[src/rtl/link_sync_ctrl_pkg.sv]
// Shared link definitions: idle/alignment byte and sequencer state encoding.
// The transmit-side sequencer imports the same package.
package link_sync_ctrl_pkg;

    localparam logic [7:0] COMMA_BYTE = 8'hBC;

    typedef enum logic [1:0] {
        ST_DISABLED = 2'd0,
        ST_HUNT     = 2'd1,
        ST_ACTIVE   = 2'd2
    } link_state_t;

endpackage

[src/rtl/link_sync_ctrl_sat_counter.sv]
// Saturating up-counter with synchronous clear (clear wins over increment).
module sat_counter #(
    parameter int unsigned WIDTH = 8,
    parameter int unsigned LIMIT = 255
) (
    input  logic             clk,
    input  logic             rst,
    input  logic             clr,
    input  logic             inc,
    output logic [WIDTH-1:0] count
);

    localparam logic [WIDTH-1:0] MAX = WIDTH'(LIMIT);

    always_ff @(posedge clk or posedge rst) begin
        if (rst) begin
            count <= '0;
        end else if (clr) begin
            count <= '0;
        end else if (inc && (count != MAX)) begin
            count <= count + 1'b1;
        end
    end

endmodule

[src/rtl/link_sync_ctrl.sv]
// Receive-side link sequencer: comma hunt, payload forwarding and
// loss-of-sync detection in the byte clock domain.
module link_sync_ctrl
    import link_sync_ctrl_pkg::*;
#(
    parameter logic [7:0]  COMMA     = COMMA_BYTE,
    parameter int unsigned ACQ_BC    = 4,
    parameter int unsigned ERR_LIMIT = 3
) (
    input  logic       clk_4f,
    input  logic       reset,
    input  logic       link_en,
    input  logic [7:0] data_in,
    input  logic       code_err,
    output logic [7:0] data_out,
    output logic       valid_out,
    output logic       active,
    output logic [2:0] BC_counter,
    output logic       sync_lost,
    output logic [7:0] err_count
);

    link_state_t state, state_nxt;

    logic       bc_inc, bc_clr;
    logic       ce_inc, ce_clr;
    logic       ec_inc;
    logic       load, lose;
    logic [3:0] consec_err;
    logic       clean_comma;

    assign clean_comma = (data_in == COMMA) && !code_err;
    assign active      = (state == ST_ACTIVE);

    always_ff @(posedge clk_4f or posedge reset) begin
        if (reset) begin
            state     <= ST_DISABLED;
            data_out  <= '0;
            valid_out <= 1'b0;
            sync_lost <= 1'b0;
        end else begin
            state     <= state_nxt;
            valid_out <= load;
            sync_lost <= lose;
            if (load) begin
                data_out <= data_in;
            end
        end
    end

    always_comb begin
        state_nxt = state;
        bc_inc    = 1'b0;
        bc_clr    = 1'b0;
        ce_inc    = 1'b0;
        ce_clr    = 1'b0;
        ec_inc    = 1'b0;
        load      = 1'b0;
        lose      = 1'b0;

        if (!link_en) begin
            state_nxt = ST_DISABLED;
            bc_clr    = 1'b1;
            ce_clr    = 1'b1;
        end else begin
            unique case (state)
                ST_DISABLED: begin
                    state_nxt = ST_HUNT;
                    bc_clr    = 1'b1;
                    ce_clr    = 1'b1;
                end
                ST_HUNT: begin
                    if (clean_comma) begin
                        bc_inc = 1'b1;
                        if (BC_counter == 3'(ACQ_BC - 1)) begin
                            state_nxt = ST_ACTIVE;
                        end
                    end else begin
                        bc_clr = 1'b1;
                    end
                end
                ST_ACTIVE: begin
                    // BC_counter is left untouched here so it holds at ACQ_BC.
                    if (code_err) begin
                        ce_inc = 1'b1;
                        ec_inc = 1'b1;
                        if (consec_err == 4'(ERR_LIMIT - 1)) begin
                            state_nxt = ST_HUNT;
                            lose      = 1'b1;
                            bc_clr    = 1'b1;
                            ce_clr    = 1'b1;
                        end
                    end else begin
                        ce_clr = 1'b1;
                        load   = (data_in != COMMA);
                    end
                end
                default: begin
                    state_nxt = ST_DISABLED;
                    bc_clr    = 1'b1;
                    ce_clr    = 1'b1;
                end
            endcase
        end
    end

    sat_counter #(.WIDTH(3), .LIMIT(ACQ_BC)) u_bc_counter (
        .clk   (clk_4f),
        .rst   (reset),
        .clr   (bc_clr),
        .inc   (bc_inc),
        .count (BC_counter)
    );

    sat_counter #(.WIDTH(4), .LIMIT(ERR_LIMIT)) u_consec_err (
        .clk   (clk_4f),
        .rst   (reset),
        .clr   (ce_clr),
        .inc   (ce_inc),
        .count (consec_err)
    );

    sat_counter #(.WIDTH(8), .LIMIT(255)) u_err_count (
        .clk   (clk_4f),
        .rst   (reset),
        .clr   (1'b0),
        .inc   (ec_inc),
        .count (err_count)
    );

endmodule

[config.mk]
export PLATFORM = sky130hd
export DESIGN_NAME = link_sync_ctrl
export DESIGN_NICKNAME = d
export VERILOG_FILES = /design/src/rtl/link_sync_ctrl_pkg.sv /design/src/rtl/link_sync_ctrl_sat_counter.sv /design/src/rtl/link_sync_ctrl.sv
export SDC_FILE = /design/constraint.sdc
export NUM_CORES = 1
export LEC_CHECK = 0
export BUFFER_PORTS_ARGS = -buffer_cell sky130_fd_sc_hd__buf_2
export CAP_MARGIN = 20
export CELL_PAD_IN_SITES_DETAIL_PLACEMENT = 1
export CELL_PAD_IN_SITES_GLOBAL_PLACEMENT = 1
export CORE_ASPECT_RATIO = 0.6
export CORE_MARGIN = 1
export CORE_UTILIZATION = 30
export CTS_BUF_LIST = sky130_fd_sc_hd__clkbuf_16
export CTS_CLUSTER_DIAMETER = 150
export CTS_CLUSTER_SIZE = 8
export DETAILED_ROUTE_END_ITERATION = 8
export PLACE_DENSITY = 0.62
export SYNTH_ARGS = -nofsm -noshare
export SYNTH_HDL_FRONTEND = slang
export SYNTH_HIERARCHICAL = 1
export SYNTH_SLANG_ARGS = --single-unit
[constraint.sdc]
create_clock -name clk_4f -period 4.05 [get_ports clk_4f]
set_input_delay 0.81 -clock clk_4f [delete_from_list [all_inputs] [get_ports clk_4f]]
set_output_delay 0.81 -clock clk_4f [all_outputs]
set_load 0.01 [all_outputs]
* After elaboration in Yosys (flattened, before gate mapping)
Cells that the tools add are included.
Storage, ports and cells: register bits 27
Operators by class: add/sub/neg operators 3, equal/unequal tests 13, multiplexer cells 29, reduce and logical (&&, ||, !) cells 9
Operators with widths (count):
- $mux W1 | 17
- $ne A8 B8 Y1 const B | 2
- $ne A3 B3 Y1 const B | 4
- $mux W2 | 5
- $add A8 B1 Y8 const B | 1
- $eq A8 B8 Y1 const B | 1
- $mux W4 | 2
- $mux W3 | 2
- $pmux W2 S3 | 1
- $add A4 B1 Y4 const B | 1
- $eq A4 B2 Y1 const B | 1
- $logic_and A1 B1 Y1 | 4
- $ne A4 B2 Y1 const B | 1
- $pmux W1 S2 | 2
- $reduce_and A4 Y1 | 1
- $reduce_bool A2 Y1 | 2
- $add A3 B1 Y3 const B | 1
- $eq A3 B2 Y1 const B | 1
- $ne A3 B2 Y1 const B | 1
- $eq A2 B1 Y1 const B | 1
- $eq A2 B2 Y1 const B | 1
- $logic_not A2 Y1 | 1
- $logic_not A1 Y1 | 1

* Logic depth before layout (Yosys ltp)
Gate-level depths: netlist of run 1.
word-level depth 8, mapped depth 7, mapped depth without buffers 7

* By module
The synthesis of run 1 kept the hierarchy.
By module, submodules not included:
- link_sync_ctrl | times used 1, cells each 55, area an instance 644.4 um2, seq. area each 300.3 um2
- sat_counter at u_err_count | times used 1, cells each 49, area an instance 504.2 um2, seq. area each 200.2 um2
- sat_counter at u_consec_err | times used 1, cells each 21, area an instance 220.2 um2, seq. area each 100.1 um2
- sat_counter at u_bc_counter | times used 1, cells each 18, area an instance 202.7 um2, seq. area each 75.1 um2

* Worst setup path before layout of run 1
OpenSTA, ideal clock, no wires.
path kind input to register, start point input data_in[6], end point register u_bc_counter.count[0], library setup time 125 ps, data arrival time 2193 ps, data required time 3925 ps, slack 1732 ps, stages 6, buffers on the path 0, cells stage by stage nand4b_1 > nor4_4 > nor2b_1 > and3_1 > a21boi_4 > mux2_4
Between the ends: cells in the longest elaborated chain, start to end 7, elaborated cells on any way between the ends 11
Ends and longest elaborated chain:
- start, declared | line link_sync_ctrl.sv:13 | input logic [7:0] data_in,
- $eq A8 B8 Y1 | line link_sync_ctrl.sv:32 | assign clean_comma = (data_in == COMMA) && !code_err;
- $logic_and A1 B1 Y1 | line link_sync_ctrl.sv:32
- $mux W1 | line link_sync_ctrl.sv:73 | if (clean_comma) begin
- $mux W1 | line link_sync_ctrl.sv:66 | unique case (state)
- $mux W1 | line link_sync_ctrl.sv:61 | if (!link_en) begin
- named net bc_inc | line link_sync_ctrl.sv:25 | logic bc_inc, bc_clr;
- $logic_and A1 B1 Y1 | line link_sync_ctrl_sat_counter.sv:20 | end else if (inc && (count != MAX)) begin
- $reduce_bool A2 Y1 (no line)
- end signal, assigned | line link_sync_ctrl_sat_counter.sv:21 | count <= count + 1'b1;
- end, declared | line link_sync_ctrl_sat_counter.sv:10 | output logic [WIDTH-1:0] count
The timed path passes the listed nets, and every way through them passes these cells. A chain may end at the register's enable or synchronous reset.

* Final worst setup path of run 1
Same ends and word-level chain as after synthesis.

==> results of run 1 <==
==> worst max-delay path by stage <==
stage,startpoint,to,slack [ps],cells past startpoint
after floorplan,data_in[6],u_bc_counter/count[0]$_DFFE_PP0P_,1730,6
after global placement,data_in[6],u_bc_counter/count[0]$_DFFE_PP0P_,1530,7
after detailed placement,data_in[6],u_bc_counter/count[0]$_DFFE_PP0P_,1420,7
after CTS,data_in[6],u_bc_counter/count[0]$_DFFE_PP0P_,1700,7
after global routing,state[0]$_DFFE_PP0P_,u_err_count/count[5]$_DFFE_PP0P_,1570,6
final,data_in[6],u_bc_counter/count[0]$_DFFE_PP0P_,1700,7
==> Yosys cell counts (3+ instances only) <==
| master | instances |
|---|---|
| mux2_2 | 8 |
| nand4_1 | 3 |
| and3_1 | 3 |
| nor2b_1 | 6 |
| a21oi_1 | 5 |
| mux2i_1 | 5 |
| dfrtp_1 | 27 |
| ha_1 | 8 |
| nor2_1 | 9 |
| mux2_4 | 6 |
| nand3_1 | 3 |
| nand2_1 | 13 |
| inv_1 | 10 |
| nand4b_1 | 3 |
| nand2b_1 | 5 |
==> worst max-delay path, delay by kind of cell <==
kind | cells | cell delay [ps]
buffers and inverters | 1 | 110
AOI/OAI and AO/OA | 1 | 230
muxes | 1 | 310
and+or+nand+nor | 4 | 1040
==> layout by cell type, fill, tap and decap left out, types with 2 or more instances in the layout <==
master / instances
buf_2: 33
dfrtp_1: 27
nand2_1: 13
inv_1: 10
nor2_1: 9
mux2_2: 8
ha_1: 8
nor2b_1: 6
mux2_4: 6
a21oi_1: 5
mux2i_1: 5
nand2b_1: 5
nand4b_1: 3
nand3_1: 3
and3_1: 3
clkbuf_16: 3
nand4_1: 3
o21ai_0: 2
and2b_1: 2
a21boi_2: 2
a21oi_2: 2
==> kinds of logic (layout without fill, tap and decap cells) <==
kind of cell | after synthesis | count (layout) | synth area share [%]
AO/OA/AOI/OAI | 19 | 19 | 10.03
buffers and inverters | 13 | 47 | 3.662
AND/OR/NAND/NOR | 55 | 55 | 21.50
multiplexers | 19 | 19 | 14.65
adder cells (fa/ha/maj) | 8 | 8 | 6.370
XOR/XNOR | 1 | 1 | 0.5574
other | 1 | 1 | 0.2386
flip-flops | 27 | 27 | 42.99
==> power by group <==
group / total (mW) / internal [mW] / switching (mW) / leakage, nW
combinational: 0.233 / 0.104 / 0.129 / 0.495
sequential: 0.344 / 0.316 / 0.0275 / 0.363
clock: 0.229 / 0.134 / 0.0951 / 0.0371
total: 0.806 / 0.554 / 0.252 / 0.895
==> layout make-up <==
type | instances | share of cell area [%]
Multi-Input combinational cell | 103 | 44.64
Sequential cell | 27 | 35.98
Timing Repair Buffer | 33 | 8.794
Tap cell | 63 | 4.197
Clock buffer | 3 | 3.997
Inverter | 10 | 1.999
Clock inverter | 1 | 0.3997
==> per-stage QoR <==
step	util, %	hold WS, ps	total power, mW
2_1_floorplan	-	544.6	0.4885
3_3_place_gp	37.39	485.0	0.5657
3_5_place_dp	37.39	499.3	0.5807
4_1_cts	39.11	453.0	0.8189
5_1_grt	39.11	463.9	0.8553
6_report	39.11	458.5	0.8060
==> metal layers <==
layer / share of wire (%) / vias to the layer above
met4: 1.6 / 0
met5: 0 / -
met1: 48 / 603
met3: 4.8 / 4
met2: 45 / 29
li1: - / 571
==> state kept, by name, summed over array words and instances (netlist names) <==
register            count
state                   2
u_err_count/count       8
sync_lost               1
u_bc_counter/count      3
u_consec_err/count      4
valid_out               1
data_out                8
==> results.yml, run 1 <==
status:
  status: "finished, final reports clean"
timing:
  relSlewSlack_pct: 65.29
  worst_clock_skew_ps: 2.476
  fin_crit_sh_pct: 58.09
  hold_viol_final: 0
  slew_viol_final: 0
  rsz0062_at_grt: "no"
  fin_setup_tns_ps: 0
  period_minus_slack_ps: 2353
  max_freq_ghz: 0.4250
  worst_slack_ps: 1697
  setup_viol: 0
  max_slew.worst_pin.slew_ps: 519.2
routing:
  vias: 1207
  via_per_inst: 5.029
  drt_first_pass_iters: 4
  post_drt_wl_per_cell_um: 15.39
  route.detailed.drc: 0
  first_iter_violations: 28
  ant_nets: 0
  drt-total-wl_um: 3693
synthesis:
  synthCells: 143
  yosys.cell_types.count: 40
  synth_area_leader_cell: "dfrtp_1"
  ys_warn_count: 6
  synth_enable_flop_cells: 0
  ys_top_cells_by_area: "dfrtp_1 (43%), ha_1 (6.4%), mux2_2 (5.7%), mux2_4 (5.7%), mux2i_1 (3.2%)"
  synthFlopType: "dfrtp_1"
  async_reset_ff_share_pct: 100.0
  syn_area_sq_mm: 0.001572
  syn_area_per_cell_sq_um: 10.99
  synth_top_area_share_pct: 42.99
  synth_fp_nets: 163
  yosysSeqAreaShare_pct: 42.99
  ys_seq_elements: 27
cells_and_area:
  multi_input_area_sq_um: 838.3
  fin_nets: 198
  synthToLayoutAreaGrowth_pct: 19.51
  nFillCells: 554
  layout-drive-gt1-share_pct: 35.03
  diodes: 0
  fin_cells: 240
  fin_area_sq_mm: 0.001878
  regArea_sq_um: 675.6
worst_setup_path:
  critPathCaptureType: "register"
  worstPathArrival_ps: 2500
  rrSetupSlack_ps: 1710
  reg2reg_from: "state[0]$_DFFE_PP0P_"
  cp_slowest_cell: "nor4_4"
  reg2reg_depth: 6
  timing.rr.end: "u_err_count/count[5]$_DFFE_PP0P_"
  crit_chain: "buf_2 -> nand4b_1 -> nor4_4 -> nor2b_1 -> and3_1 -> a21boi_4 -> mux2_4"
  critPathKind: "input port to register"
  crit_fanout: 3
  crit_required_ps: 4200
  max_stage_delay_ps: 360
  start_kind: "input port"
clock_tree:
  cts_hold_buf: 0
  cts_max_level: 1
  cts-buffers-inserted: 3
  postCtsSetupBuffers: 0
  path_clk_slew_ps: 70
  cts.path.max_buffers: 2
  cts_tree: "done"
  ctsResizeCount: 0
  clockRootBuffer: "clkbuf_16"
  cts.sinks: 27
  clk_latency_ps: 260
floorplanning:
  die_h_um: 58.06
  die_x_um: 95.44
  core_sq_mm: 0.004802
  io_pins: 34
  dieArea_sq_mm: 0.005541
  num_rows: 19
  start_util_pct: 32.73
pwr:
  leakagePower_nw: 0.8951
  power_density_mw_per_mm2: 429.2
  vdd_drop_max_mv: 0.1708
grt:
  grt_first_pass_wirelength_um: 5975
  first_global_vias: 1247
  grt_use_met3_pct: 3.543
  antenna_found_initial: 0
  grt_max_degree: 17
  use_met2_pct: 23.67
  gr-usage-met1_pct: 19.05
  top_usage_layer: "met2"
  grtUsageTotal_pct: 14.56
  gr-total-overflow: 0
hold_path:
  worstHoldPathType: "input port to async pin"
place:
  place.gp.congestion: 0.7780
  dpl-instance-area_sq_mm: 0.001795
  dp_cells: 236
  place_ws_ps: 1417
  dp_hpwl_um: 2953
  port_buffers: 33
flow_run:
  maxCapViolations: 0
No activity file was read; power rests on OpenSTA's default activity.
==> run 2: changes to the inputs <==
--- a/config.mk
+++ b/config.mk
@@ -5,6 +5,7 @@
 export SDC_FILE = /design/constraint.sdc
 export NUM_CORES = 1
 export LEC_CHECK = 0
+export ABC_AREA = 1
 export BUFFER_PORTS_ARGS = -buffer_cell sky130_fd_sc_hd__buf_2
 export CAP_MARGIN = 20
 export CELL_PAD_IN_SITES_DETAIL_PLACEMENT = 1
@@ -16,7 +17,7 @@
 export CTS_CLUSTER_DIAMETER = 150
 export CTS_CLUSTER_SIZE = 8
 export DETAILED_ROUTE_END_ITERATION = 8
-export PLACE_DENSITY = 0.62
+export PLACE_DENSITY = 0.67
 export SYNTH_ARGS = -nofsm -noshare
 export SYNTH_HDL_FRONTEND = slang
 export SYNTH_HIERARCHICAL = 1
==> constraint.sdc (replaced) <==
create_clock -name clk_4f -period 2.1 [get_ports clk_4f]
set_input_delay 0.42 -clock clk_4f [delete_from_list [all_inputs] [get_ports clk_4f]]
set_output_delay 0.42 -clock clk_4f [all_outputs]
set_load 0.01 [all_outputs]
==> run 2 against run 1 <==
Net effect:
- the run now ends with design-rule violations left
- highest routed layer unchanged
- combinational power grew 110%
- sequential share of layout area down 1.9 points
- worst hold slack got worse by 410 ps
- critical path type is now register to register
- largest power group unchanged
- count of clock-buffer cells in the layout is the same
- utilization decreased by 0.78 points
==> results.yml, run 2 <==
clock_tree:
  cts_tree: "done"
  clockRootBuffer: "clkbuf_16"
  cts-buffers-inserted: 3
  postCtsSetupBuffers: 0
  cts.sinks: 27
  clk_latency_ps: 260
  cts_max_level: 1
  ctsResizeCount: 0
  path_clk_slew_ps: 70
  cts.path.max_buffers: 2
  cts_hold_buf: 0
worst_setup_path:
  timing.rr.end: "u_consec_err/count[3]$_DFFE_PP0P_"
  worstPathArrival_ps: 1980
  start_kind: "register"
  cp_common_cell: "nand2_1"
  cp_slowest_cell: "dfrtp_1"
  critPathKind: "register to register"
  crit_required_ps: 2260
  reg2reg_from: "state[0]$_DFFE_PP0P_"
  max_stage_delay_ps: 410
  crit_fanout: 7
  critPathCaptureType: "register"
  reg2reg_depth: 11
  rrSetupSlack_ps: 280
  crit_chain: "inv_1 -> ha_1 -> nand2_1 -> nor2_1 -> buf_4 -> a21oi_1 -> clkinv_2 -> nand2_2 -> inv_2 -> nand2_1 -> nand2_1"
floorplanning:
  start_util_pct: 32.05
  io_pins: 34
  dieArea_sq_mm: 0.005846
  die_h_um: 59.63
  die_x_um: 98.04
  num_rows: 20
  core_sq_mm: 0.005180
synthesis:
  synth_enable_flop_cells: 0
  synthFlopType: "dfrtp_1"
  syn_area_sq_mm: 0.001660
  ys_warn_count: 6
  yosysMostFrequentCell: "nand2_1"
  yosysSeqAreaShare_pct: 40.69
  yosys.cell_types.count: 26
  ys_top_cells_by_area: "dfrtp_1 (41%), nand2_1 (15%), inv_1 (6.1%), ha_1 (6.0%), nand2_2 (6.0%)"
  ys_seq_elements: 27
  syn_area_per_cell_sq_um: 7.723
  async_reset_ff_share_pct: 100.0
  synth_area_leader_cell: "dfrtp_1"
  synth_commonest_cells: "nand2_1 (65), dfrtp_1 (27), inv_1 (27)"
  synth_top_area_share_pct: 40.69
  synthCells: 215
place:
  place_ws_ps: 310.5
  dp_hpwl_um: 3157
  place.gp.congestion: 0.8433
  port_buffers: 33
  dp_cells: 317
timing:
  fin_setup_tns_ps: 0
  setup_viol: 0
  slew_viol_final: 0
  holdWs_ps: 47.97
  rsz0062_at_grt: "no"
  worst_slack_ps: 276.1
  hold_viol_final: 0
  fin_crit_sh_pct: 86.85
  max_freq_ghz: 0.5483
  worst_clock_skew_ps: 2.308
  period_minus_slack_ps: 1824
  max_slew.worst_pin.slew_ps: 499.9
  relSlewSlack_pct: 66.64
cells_and_area:
  layout-drive-gt1-share_pct: 28.24
  final_cell_mix: "nand2_1 (65), buf_2 (33), inv_1 (28)"
  fin_nets: 276
  diodes: 0
  nFillCells: 665
  regArea_sq_um: 675.6
  layout_commonest_cell: "nand2_1"
  synthToLayoutAreaGrowth_pct: 19.59
  top_regs: "data_out: 8 flops, u_err_count/count: 8 flops, u_consec_err/count: 4 flops"
  fin_cells: 321
  multi_input_area_sq_um: 837.1
  utilization_pct: 38.33
grt:
  grt_first_pass_wirelength_um: 6941
  grt_max_degree: 15
  first_global_vias: 1475
  antenna_found_initial: 0
  grtUsageTotal_pct: 15.47
  gr-total-overflow: 0
pwr:
  power_density_mw_per_mm2: 809.7
  p_switching_uw: 548.7
  leakagePower_nw: 1.104
  seq_power_share_pct: 42.8
  swShare_pct: 34.13
  clock_power_share_pct: 27.0
  cell_internal_pwr_mw: 1.059
  combPwrFrac_pct: 30.1
  vdd_drop_max_mv: 0.4203
routing:
  route.detailed.drc: 1
  drt-total-wl_um: 3901
  via_per_inst: 4.371
  ant_nets: 0
  drt_first_pass_iters: 8
  first_iter_violations: 29
  vias: 1403
  post_drt_wl_per_cell_um: 12.15
hold_path:
  worstHoldPathType: "input port to async pin"
flow_run:
  maxCapViolations: 0
status:
  status: "complete, but fails checks"
  violations: "design-rule violations"
[run 2: changes by cell type after synthesis, moves of 5 or more]
cell and change:
nor2b_1 -6, mux2_2 -8, inv_2 +5, inv_1 +17, mux2_4 -6, mux2i_1 -5, nand2b_1 -5, nand2_2 +16
nand3_1 +9, nand2_1 +52, nor2_1 +7
[run 2: cell families (layout without fill, tap and decap cells)]
family | count (synthesis) | after routing | share of synthesized area (%)
flops | 27 | 27 | 40.69
buf+inv | 36 | 73 | 9.571
xor+xnor | 4 | 4 | 2.110
simple gates | 126 | 126 | 36.70
compound gates | 13 | 13 | 4.673
fa+ha+maj | 8 | 8 | 6.029
other cells | 1 | 4 | 0.2259
[run 2: critical path: cells and delay by family (launching register included)]
kind	cells	cell delay, ps
buf+inv	4	440
flops	1	410
simple gates	5	370
fa+ha+maj	1	260
compound gates	1	240
[run 2: worst max-delay path by stage]
stage                               startpoint                           endpoint  slack (ps)  cells after the start
after CTS                 state[0]$_DFFE_PP0P_  u_consec_err/count[1]$_DFFE_PP0P_         300                     11
final                     state[0]$_DFFE_PP0P_  u_consec_err/count[3]$_DFFE_PP0P_         280                     11
after global placement    state[0]$_DFFE_PP0P_  u_consec_err/count[3]$_DFFE_PP0P_         390                     11
after floorplan           state[0]$_DFFE_PP0P_   u_err_count/count[7]$_DFFE_PP0P_         360                      9
after global routing      state[0]$_DFFE_PP0P_   u_err_count/count[6]$_DFFE_PP0P_         180                      9
after detailed placement  state[0]$_DFFE_PP0P_  u_consec_err/count[1]$_DFFE_PP0P_         310                     11
[run 2: final cells by class]
cell class / instances / share of cell area [%]
Clock buffer: 3 / 3.781
Tap cell: 66 / 4.159
Timing Repair Buffer: 34 / 8.696
Clock inverter: 1 / 0.1890
Inverter: 35 / 6.994
Sequential cell: 27 / 34.03
Multi-Input combinational cell: 155 / 42.16
[run 2: power by group through the flow]
| stage | Combinational, mW | Sequential (mW) | Clock, mW |
|---|---|---|---|
| finish | 0.484 | 0.689 | 0.435 |
| global route | 0.553 | 0.705 | 0.471 |
| CTS | 0.492 | 0.688 | 0.457 |
| detailed placement | 0.487 | 0.696 | 0 |
| global placement | 0.480 | 0.696 | 0 |
| floorplan | 0.299 | 0.720 | 0 |
[run 2: stage by stage]
stage	area, sq um	total power [mW]
6_report	1986	1.608
5_1_grt	1986	1.728
4_1_cts	1986	1.638
3_5_place_dp	1907	1.183
3_3_place_gp	1907	1.175
2_1_floorplan	1672	1.018
[run 2: metal layers]
metal	global-route usage, %	wire (um)
met5	0	0
met4	4.545	34
met3	3.538	121
met2	22.64	1526
met1	22.63	2219
